<file path="src/rtl/pc_stack.sv">
// Program counter plus circular return-address stack for the TB4004 core.
// One PC action per machine cycle; addr_nib muxes PC nibbles onto A1..A3.
module pc_stack #(
    parameter int ADDR_W    = 12,
    parameter int DEPTH     = 3,
    parameter int INC_CYCLE = 2,
    localparam int SP_W     = (DEPTH > 1) ? $clog2(DEPTH) : 1
) (
    input  logic              clk,
    input  logic              rst_n,
    input  logic [2:0]        cycle,
    input  logic              pc_load,
    input  logic              pc_load_pg,
    input  logic              push,
    input  logic              pop,
    input  logic [ADDR_W-1:0] pc_new,
    input  logic              flag_clr,
    output logic [ADDR_W-1:0] pc_addr,
    output logic [3:0]        addr_nib,
    output logic [SP_W-1:0]   sp,
    output logic [3:0]        level,
    output logic              ovf,
    output logic              unf
);

    localparam int NIBS = ADDR_W / 4;
    localparam logic [SP_W-1:0] SP_LAST   = SP_W'(DEPTH - 1);
    localparam logic [3:0]      LEVEL_MAX = 4'(DEPTH);

    logic [ADDR_W-1:0] pc;
    logic [ADDR_W-1:0] stk [DEPTH];
    logic [SP_W-1:0]   sp_inc;
    logic [SP_W-1:0]   sp_dec;
    logic [ADDR_W-1:0] pc_pg;
    logic              set_ovf;
    logic              set_unf;

    assign sp_inc  = (sp == SP_LAST) ? '0 : sp + SP_W'(1);
    assign sp_dec  = (sp == '0) ? SP_LAST : sp - SP_W'(1);
    assign set_ovf = push && !pop && (level == LEVEL_MAX);
    assign set_unf = pop && (level == 4'd0);

    // Page-local load keeps everything above bit 7; written this way so ADDR_W=8 works.
    always_comb begin
        pc_pg      = pc;
        pc_pg[7:0] = pc_new[7:0];
    end

    always_ff @(posedge clk or negedge rst_n) begin
        if (!rst_n) begin
            pc    <= '0;
            sp    <= '0;
            level <= '0;
            ovf   <= 1'b0;
            unf   <= 1'b0;
            for (int i = 0; i < DEPTH; i++) begin
                stk[i] <= '0;
            end
        end else begin
            if (pop) begin
                sp <= sp_dec;
                pc <= stk[sp_dec];
                if (level != 4'd0) begin
                    level <= level - 4'd1;
                end
            end else if (push) begin
                // A full stack wraps and overwrites its oldest entry, as on the 4004.
                stk[sp] <= pc;
                pc      <= pc_new;
                sp      <= sp_inc;
                if (level != LEVEL_MAX) begin
                    level <= level + 4'd1;
                end
            end else if (pc_load) begin
                pc <= pc_new;
            end else if (pc_load_pg) begin
                pc <= pc_pg;
            end else if (cycle == 3'(INC_CYCLE)) begin
                pc <= pc + ADDR_W'(1);
            end

            ovf <= set_ovf || (ovf && !flag_clr);
            unf <= set_unf || (unf && !flag_clr);
        end
    end

    always_comb begin
        addr_nib = 4'h0;
        for (int k = 0; k < NIBS; k++) begin
            if (int'(cycle) == k) begin
                addr_nib = pc[4*k +: 4];
            end
        end
    end

    assign pc_addr = pc;

endmodule

</file>
<file path="config.mk">
export PLATFORM = sky130hd
export DESIGN_NAME = pc_stack
export DESIGN_NICKNAME = d
export VERILOG_FILES = /design/src/rtl/pc_stack.sv
export SDC_FILE = /design/constraint.sdc
export NUM_CORES = 1
export LEC_CHECK = 0
export ABC_AREA = 1
export CORE_AREA = 4 4 86 88
export DETAILED_ROUTE_END_ITERATION = 7
export DIE_AREA = 0 0 90 92
export HOLD_SLACK_MARGIN = 0.08
export PLACE_DENSITY = 0.7
export RECOVER_POWER = 25
export SETUP_SLACK_MARGIN = 0.4
export SYNTH_ARGS = -nofsm -noshare
export SYNTH_HDL_FRONTEND = slang
export SYNTH_SLANG_ARGS = --single-unit
</file>
<file path="constraint.sdc">
create_clock -name clk -period 1.5 [get_ports clk]
set_clock_uncertainty 0.05 [all_clocks]
set_input_delay 0.3 -clock clk [delete_from_list [all_inputs] [get_ports clk]]
set_output_delay 0.3 -clock clk [all_outputs]
set_load 0.05 [all_outputs]
</file>
==> run summary <==
The total setup violations reported at the end of the flow is 31. The number of top-level design ports is 46. The die is 90 um wide.

After layout, the design draws a total of around 0.013 W. The number of global-route vias before repair is roughly 3,600. The combined area of all synthesized cells came out at 3180 sq um. Yosys printed 0 warnings. The cell count after placement is around 560. Setup repair after global routing could not meet its margin everywhere. TritonCTS built the clock tree. The largest buffer count on any clock path came out at 2.

The total die area is 8280 sq um. The starting density of the core came out at around 48%. In this run the worst hold path is classified as flop to flop. The sort of element at the start of the critical path is a flop. The average instance area after synthesis came out at 7.74 sq um. The detailed router's first-iteration violation count came out at 377. Walking the worst path, the cells encountered are inv_4 > ha_4 > nor2_4 > nand2_1 > o21ai_2 > nand2_1 > nand2_1 > inv_1 > a21oi_1.

The largest total area in the synthesized netlist belongs to dfrtp_1. Of all flip-flops after synthesis, the portion carrying an async set or reset was 100%. The vias after detailed routing is 3,854. The average wire per cell in the routed design came out at between 20 and 25 um. The highest clock frequency the design can meet came out at roughly 550 MHz. The class of the most critical setup path is flop to flop.

Among all flip-flop cells after synthesis, the most frequent one is dfrtp_1. The final period demand of the worst path came out at 1.82 ns. The stage delay of the slowest cell on the critical path came out at 0.48 ns. The minimum setup slack in the final design came out at -0.317 ns. The number of pins exceeding their max-slew limit in the final report came out at 0. The worst-case IR drop observed on VDD is about 1.4 mV.

The post-route core utilization is 86.6%. The data required time at the worst endpoint came out at between 1.5 and 2 ns. The hold violation count in the final report came out at 0. The first global-routing pass estimated 18.0 mm of wire. The worst setup path is captured at a flop. After synthesis the netlist holds a flip-flop and latch count of 56. The final net count is roughly 600.

For the pin with the worst max-slew slack, the measured transition is 0.866 ns. The sum of routed wire length over all layers came out at 13.6 mm. The clock tree synthesis step divided the H-tree into 2 levels.

For this design, the sink count on the clock tree is 56. The number of flops mapped to enable cells by yosys came out at 0. The latest clock arrival within the worst-skew pair came out at 0.31 ns. The total global routing overflow is 0. Entering global routing, the biggest net connects 45 pins.

The number of core rows is 30. Sequential elements use 44.1% of the synthesized area. The routed via count divided by cell count is 6.06. The share of Yosys cell area claimed by the top area cell type came out at around 44%. The global-route usage over all layers came out at 27.4%. The number of clock buffers inserted by TritonCTS came out at 5. On the critical path, the stage with the largest delay is an instance of dfrtp_2. The area growth from synthesis to layout came out at 81.0%.

The port buffer count is between 40 and 50. The non-filler instance count after layout is 636. The number of DRC violations after detailed routing is 5. The critical path data arrival time is around 2 ns. The number of antenna violations at the first check in global routing is 1.

The gate count after technology mapping is 411. The cell sitting at the root of the clock tree is a clkbuf_8. The leakage dissipation came out at 2.47 nW. The power density relative to cell area is 2220 nW/um^2.

The number of nets in the synthesized netlist is between 400 and 500. Yosys instantiated no cell more often than nand2_1. The area of the placeable core came out at 6640 sq um. The post-detailed-placement half-perimeter wirelength came out at about 6.8 mm. The number of maximum-capacitance constraint violations is 0.

The top fanout value on the critical path is 7. The most common cell type on the critical path is nand2_1. The share of post-route cells with drive strength above 1 is 53.5%.

The run finished, with violations left. The placer's final routability congestion estimate is 0.937. The number of iterations in the first detailed-routing pass is 8. The checks that failed: DRC, setup timing. The remaining antenna violation count after routing is 0. Yosys attributes the largest share of cell area to dfrtp_1 (44%), nand2_1 (13%), o21ai_0 (9.6%), a21oi_1 (4.6%), nor2_1 (4.4%). Counting instances in the post-synthesis netlist gives the leading cell types as nand2_1 (108), o21ai_0 (61), dfrtp_1 (56), nor2_1 (37), inv_1 (33).

The part of the cycle the worst path needs came out at 121%. The relative slew slack came out at around 42%. After clock tree synthesis, the clock-pin slew on the worst setup and hold paths is 0.11 ns. The count of unique library cells instantiated by Yosys came out at 31. The y dimension of the die came out at around 90 um.
-- per-stage QoR --
stage	hold WS (ns)	worst slack [ns]	TNS, ns	cell area, sq um
after global routing	0.490	-0.357	-5.51	5760
after floorplan	-0.0456	-0.0735	-0.788	3400
after CTS	0.384	-0.0826	-0.764	5230
after global placement	0.179	-0.345	-15.27	4380
final	0.473	-0.317	-3.04	5760
after detailed placement	0.178	-0.409	-17.02	4380
-- critical path: cells and delay by family, from the launching register on --
| family | cells | cell delay [ns] |
|---|---|---|
| AOI/OAI and AO/OA | 2 | 0.27 |
| adders and majority gates | 1 | 0.23 |
| buffers and inverters | 2 | 0.13 |
| DFF | 1 | 0.48 |
| and+or+nand+nor | 4 | 0.57 |
-- flip-flops by register name, summed over array words and instances, names as in the netlist --
signal / flops
unf: 1
sp: 2
pc_addr: 12
ovf: 1
level: 4
stk: 36
-- kinds of logic (layout without fill, tap and decap cells) --
| logic type | after synthesis | count (layout) | share of synthesized area, % |
|---|---|---|---|
| xor+xnor | 5 | 5 | 1.38 |
| simple gates | 183 | 191 | 25.2 |
| compound gates | 104 | 104 | 17.3 |
| other cells | 0 | 1 | 0 |
| fa+ha+maj | 10 | 10 | 4.17 |
| buf+inv | 53 | 189 | 7.87 |
| flops | 56 | 56 | 44.1 |
-- final timing paths --
| kind | start | to | slack [ns] | cells after the start |
|---|---|---|---|---|
| worst max register to register | sp[1]$_DFFE_PN0N_ | pc_addr[7]$_DFFE_PN0P_ | -0.32 | 9 |
| min in group asynchronous | rst_n | sp[1]$_DFFE_PN0N_ | 0.56 | 2 |
| worst min register to register | stk[35]$_DFFE_PN0P_ | stk[35]$_DFFE_PN0P_ | 0.47 | 2 |
| worst max-delay path | sp[1]$_DFFE_PN0N_ | pc_addr[7]$_DFFE_PN0P_ | -0.32 | 9 |
| worst min-delay path | stk[35]$_DFFE_PN0P_ | stk[35]$_DFFE_PN0P_ | 0.47 | 2 |
| max in group asynchronous | rst_n | pc_addr[11]$_DFFE_PN0P_ | 0.09 | 3 |
-- final cells by class --
type / instances / area (sq um)
Clock inverter: 2 / 15.0
Sequential cell: 56 / 1420
Multi-Input combinational cell: 310 / 2290
Inverter: 40 / 205
Clock buffer: 6 / 82.6
Fill cell: 312 / 888
Timing Repair Buffer: 141 / 1630
Antenna cell: 1 / 2.50
Tap cell: 80 / 100
-- layout by cell type, fill, tap and decap left out, types with 3 or more instances in the layout --
cell              n
ha_4              7
o21ai_2          28
dfrtp_2          18
buf_4            56
clkinvlp_4        3
nand2_1          68
a21oi_2          14
xnor2_1           3
nand3_2           3
nand2_8          11
o21ai_1          31
clkdlybuf4s50_1  15
o21ai_0           8
buf_12           33
buf_6            29
clkbuf_8          6
inv_1            20
dfrtp_1          38
nand3_1          17
nor2_1           32
inv_4             7
nor2_4            7
inv_2            10
nand2_4          13
a21oi_1          15
nand2_2          29
nor2_2            3
o221ai_4          4
-- what timing repair did --
item	4_1_cts	5_1_grt
cloned	8	0
setup buffers	32	23
hold buffers	1	0
hold endpoints to repair	12	0
endpoints found under the setup margin	80	116
resized for setup	140	89
pin swaps	58	39
-- power by group --
part | internal [W] | switching (W)
clock network | 0.000376 | 0.000548
logic | 0.00400 | 0.00467
registers | 0.00224 | 0.000932
-- routing by layer --
layer	track usage, %	vias to the layer above	routed length, um
li1	-	1644	-
met1	35.6	1839	5080
met2	44.6	284	6500
met3	4.18	87	1220
met4	13.5	0	768
met5	0	-	0
Power figures use the tool's default switching activity.
